===== src/rtl/fetch_pkg.sv =====
// Shared types for the fetch stage: state encoding, queue payload and reset PC.
// Latency: n/a (types and constants only).
// Backpressure: n/a.
package fetch_pkg;

  // PC fetched first after reset unless the instance overrides it.
  localparam logic [31:0] FETCH_RESET_PC = 32'h1eceb000;

  typedef enum logic [1:0] {
    FETCH,
    WAIT,
    STALL,
    DISCARD
  } fetch_state_t;

  // Instruction-queue payload; the queue stores {pc, instr} as one 64-bit word.
  typedef struct packed {
    logic [31:0] pc;
    logic [31:0] instr;
  } fetch_pkt_t;

  // Redirect targets may carry junk in the low bits; fetch is word-aligned.
  function automatic logic [31:0] align_pc(input logic [31:0] addr);
    return addr & ~32'h3;
  endfunction

endpackage


===== src/rtl/fetch_unit.sv =====
// Fetch stage: owns the PC, keeps one imem read in flight and enqueues {pc, instr}.
// Latency: enqueue in the same cycle as imem_resp; 2 cycles/instr with 1-cycle memory.
// Backpressure: full_in parks the returned word in a one-entry buffer until space frees.
//
// Ports:
//   clk, rst                  rising-edge clock, synchronous active-high reset
//   imem_addr/imem_rmask      read request (rmask=4'hf for one cycle per request)
//   imem_rdata/imem_resp      read data and its one-cycle strobe
//   full_in                   instruction queue is full
//   enqueue_out/instr_out/pc_out  push into the instruction queue
//   redirect_in/redirect_pc_in    restart fetch at a new PC (highest priority)
module fetch_unit
  import fetch_pkg::*;
#(
  parameter logic [31:0] RESET_PC = FETCH_RESET_PC
) (
  input  logic        clk,
  input  logic        rst,
  output logic [31:0] imem_addr,
  output logic [3:0]  imem_rmask,
  input  logic [31:0] imem_rdata,
  input  logic        imem_resp,
  input  logic        full_in,
  output logic        enqueue_out,
  output logic [31:0] instr_out,
  output logic [31:0] pc_out,
  input  logic        redirect_in,
  input  logic [31:0] redirect_pc_in
);

  fetch_state_t state, state_d;
  logic [31:0]  pc, pc_d;
  logic [31:0]  buf_instr, buf_d;
  logic [31:0]  redirect_pc;
  logic         enq;
  fetch_pkt_t   enq_pkt;

  assign redirect_pc = align_pc(redirect_pc_in);

  always_comb begin
    state_d       = state;
    pc_d          = pc;
    buf_d         = buf_instr;
    imem_rmask    = 4'h0;
    enq           = 1'b0;
    enq_pkt.pc    = pc;
    enq_pkt.instr = buf_instr;

    // Redirect is checked first in every state so it always wins over enqueue.
    case (state)
      FETCH: begin
        if (redirect_in) begin
          pc_d = redirect_pc;
        end else begin
          imem_rmask = 4'hf;
          state_d    = WAIT;
        end
      end
      WAIT: begin
        if (imem_resp) begin
          if (redirect_in) begin
            pc_d    = redirect_pc;
            state_d = FETCH;
          end else if (!full_in) begin
            enq           = 1'b1;
            enq_pkt.instr = imem_rdata;
            pc_d          = pc + 32'd4;
            state_d       = FETCH;
          end else begin
            buf_d   = imem_rdata;
            state_d = STALL;
          end
        end else if (redirect_in) begin
          // The request already issued will still answer; swallow it in DISCARD.
          pc_d    = redirect_pc;
          state_d = DISCARD;
        end
      end
      STALL: begin
        if (redirect_in) begin
          pc_d    = redirect_pc;
          state_d = FETCH;
        end else if (!full_in) begin
          enq     = 1'b1;
          pc_d    = pc + 32'd4;
          state_d = FETCH;
        end
      end
      DISCARD: begin
        if (redirect_in) begin
          pc_d = redirect_pc;
        end
        if (imem_resp) begin
          state_d = FETCH;
        end
      end
      default: state_d = FETCH;
    endcase

    // Nothing leaves the block while reset is held.
    if (rst) begin
      imem_rmask = 4'h0;
      enq        = 1'b0;
    end
  end

  assign imem_addr   = pc;
  assign enqueue_out = enq;
  assign instr_out   = enq_pkt.instr;
  assign pc_out      = enq_pkt.pc;

  always_ff @(posedge clk) begin
    if (rst) begin
      state     <= FETCH;
      pc        <= RESET_PC;
      buf_instr <= 32'h0;
    end else begin
      state     <= state_d;
      pc        <= pc_d;
      buf_instr <= buf_d;
    end
  end

endmodule


===== config.mk =====
export PLATFORM = sky130hd
export DESIGN_NAME = fetch_unit
export DESIGN_NICKNAME = d
export VERILOG_FILES = /design/src/rtl/fetch_pkg.sv /design/src/rtl/fetch_unit.sv
export SDC_FILE = /design/constraint.sdc
export NUM_CORES = 1
export LEC_CHECK = 0
export BUFFER_PORTS_ARGS = -buffer_cell sky130_fd_sc_hd__buf_4
export CORE_UTILIZATION = 44
export CTS_BUF_LIST = sky130_fd_sc_hd__clkbuf_16
export DETAILED_ROUTE_END_ITERATION = 16
export GPL_TIMING_DRIVEN = 0
export PLACE_DENSITY = 0.86
export SLEW_MARGIN = 30
export SYNTH_ARGS = -nofsm -noshare
export SYNTH_HDL_FRONTEND = slang
export SYNTH_SLANG_ARGS = --single-unit

===== constraint.sdc =====
create_clock -name clk -period 2.1 [get_ports clk]
set_clock_uncertainty 0.05 [all_clocks]
set_input_delay 0.42 -clock clk [delete_from_list [all_inputs] [get_ports clk]]
set_output_delay 0.42 -clock clk [all_outputs]
set_load 0.02 [all_outputs]

==> results.ini <==
[yosys]
yosys_warnings=0
synth-main-ff-cell=dfxtp_1
synth_top_area_share_pct=33.04
ys_top_cells_by_count=nand2_1 (92), dfxtp_1 (66), a21oi_1 (47)
syn_area_per_cell_sq_um=8.296
synth_edf_count=0
synth_largest_area_cell=dfxtp_1
synth_fp_nets=557
ys_ff_latch=66
async_flop_share_pct=0
ys_top_cells_by_area=dfxtp_1 (33%), nand2_1 (8.6%), mux2_2 (8.4%)
yosysSeqAreaShare_pct=33.04
yosysMostFrequentCell=nand2_1
syn_area_sq_um=3999
postSynthCellCount=482
synth_cell_types=56

[floorplan]
dieArea_sq_um=9473
chipWidth_microns=97.33
coreArea_sq_um=8763
rows=34
start_util_pct=45.63
fp.dieH_microns=97.33
ioPinCount=170

[setup_path]
path_cells=inv_2 > ha_4 > nand2_4 > nor3_4 > buf_12 > buf_12 > buf_8 > mux2_4 > buf_6
critPathBufInv=5
crit_family=buffers and inverters
worst-r2r-cell-count=6
critPathKind=flip-flop to output port
cp.depth=9
worstPathArrival_ns=1.96
rrSetupSlack_ns=-0.02
rr_startpoint=state[1]
critPathSlowestCell=dfxtp_2
crit_fanout=5
critPathRequiredTime_ns=1.63
start_kind=flip-flop
r2r-end=imem_addr[14]
slowest_delay_ns=0.33
cpMostUsedCell=buf_12
crit_path_end_kind=output port

[pwr]
leakage_nw=2.785
power_density_nw_per_um2=746.0
peakVddDrop_v=0.0006284

[final_layout]
utilization_pct=71.66
multiInputGateArea_sq_um=2454
drive_gt1_share_pct=46.37
ff_latch_area_sq_um=1331
nFillCells=639
nNetsFinal=745
syn2layout_area_growth_pct=57.04
insertedDiodeCount=0
layout.cells.non_filler=783

[sta]
worst_slack_ns=-0.3293
drv_slew=0
final_hold_viol_count=0
rsz0062_at_grt=true
fmax_mhz=411.6
tightestPinTransition_ns=0.6661
setup_violations=34
fin_crit_ns=2.429
maxSlewHeadroom_pct=54.72
fin_tns_setup_ns=-9.021
layout_worst_path_cycle_share_pct=115.7

[place]
dp.cells=754
numPortBuffers=164
gp_congestion=0.8805
hpwl_microns=9305

[clocking]
clk_latency_ns=0.32
cts.clk_slew.worst_paths_ns=0.06
htree_levels=3
cts_tree=done
cts_buffers=9
cts.sink_count=66
clock-root-buffer=clkbuf_16
cts.path.max_buffers=2

[outcome]
status=finished, violations left
violations=negative setup slack

[grt]
grt_pass1_vias=4444
grt_util_all_layers_pct=28.82
grt_pass1_wl_microns=22090
antenna_found_initial=0
grt_overflow_total=0
grt_start_max_net_pins=13

[worst_hold_path]
hold_end=imem_addr[5]
worstHoldStart=redirect_pc_in[5]
min_path_type=input port to flip-flop
hold_depth=2

[drt]
post_drt_wl_per_cell_microns=17.91
routed_wl_microns=14020
drt-initial-drc-count=324
drc_errors=0
vias_per_cell=5.729
firstDrtPassIters=5
via_count=4486
drtAntennaViolNets=0

[flow_run]
drv_cap=0

==> sequential cells by signal (all words and copies together) (netlist names) <==
signal and flops:
imem_addr 32, state 2, buf_instr 32
==> worst max-delay path by stage <==
stage | start | end | slack (ns)
after global placement | redirect_in | imem_rmask[1] | -0.43
after floorplan | state[1] | instr_out[11] | -0.02
after global routing | state[1] | instr_out[17] | -0.39
after detailed placement | redirect_in | imem_rmask[1] | -0.40
final | state[1] | instr_out[17] | -0.33
after CTS | state[1] | instr_out[15] | -0.40
==> stage by stage <==
step	worst slack (ns)	hold WS (ns)	cell area [sq um]	power [mW]
after floorplan	-0.01576	0.3822	4030	2.191
after global placement	-0.4285	0.3882	5396	2.668
after detailed placement	-0.3955	0.3963	5396	2.703
after CTS	-0.4029	0.2672	6208	4.634
after global routing	-0.3869	0.2860	6280	4.847
final	-0.3293	0.2743	6280	4.684
==> worst reg2reg max path: cells and delay by family (launching register included) <==
| kind | cells | cell delay, ns |
|---|---|---|
| muxes | 1 | 0.61 |
| buffers and inverters | 2 | 0.28 |
| adders and majority gates | 1 | 0.17 |
| DFF | 1 | 0.33 |
| AOI/OAI and AO/OA | 2 | 0.57 |
==> routing by layer <==
layer	routed length [microns]	vias up	GRT usage, %
met1	5634	2120	35.44
li1	-	2078	-
met5	0	-	0
met4	595	0	15.38
met3	1028	49	6.763
met2	6762	239	46.70
==> cells by family (layout without fill, tap and decap cells) <==
logic type	count (synthesis)	after routing	share of synthesized area [%]
xor gates and xnor gates	6	6	1.314
adders and majority gates	6	6	1.877
buffers and inverters	73	266	10.64
and+or+nand+nor	167	167	20.78
muxes	55	55	15.21
DFF	66	66	33.04
AOI/OAI and AO/OA	109	109	17.15
==> report_power, final <==
part           internal, mW  switching (mW)  total, mW
Combinational         0.639           0.715       1.35
Clock                  1.28           0.567       1.85
Sequential             1.34           0.141       1.48
Total                  3.26            1.42       4.68
==> area by class of cell <==
type	count	share of cell area [%]
buffer	63	7.033
clock buffer	9	3.586
clock inverter	7	2.251
inverter	9	0.5778
multi-input combinational	343	39.07
sequential	66	21.20
tap	108	2.152
timing repair buffer	178	24.13
==> timing repair <==
| action | in CTS | in global routing |
|---|---|---|
| hold buffers | 0 | 0 |
| setup buffers | 8 | 4 |
| gates cloned | 3 | 0 |
| gates resized for setup | 81 | 31 |
| endpoints found under the setup margin | 69 | 75 |
| pin swaps | 2 | 5 |
==> layout by cell type (no fill, tap or decap), types with 4 or more instances in the layout <==
master,n
buf_12,5
a221oi_1,9
buf_4,183
clkbuf_2,5
and3_1,4
buf_6,30
nand4_1,6
a21oi_1,47
nand3_1,14
xor2_1,4
a31oi_1,7
nor2_1,20
nand2_1,89
dfxtp_1,60
dfxtp_2,5
clkbuf_16,9
mux2_4,29
inv_1,7
mux2_1,6
mux2i_1,11
o21ai_0,17
ha_1,4
mux2_2,8
clkbuf_1,12
nor3_1,4
bufinv_16,4
No activity file was read; power rests on OpenSTA's default activity.
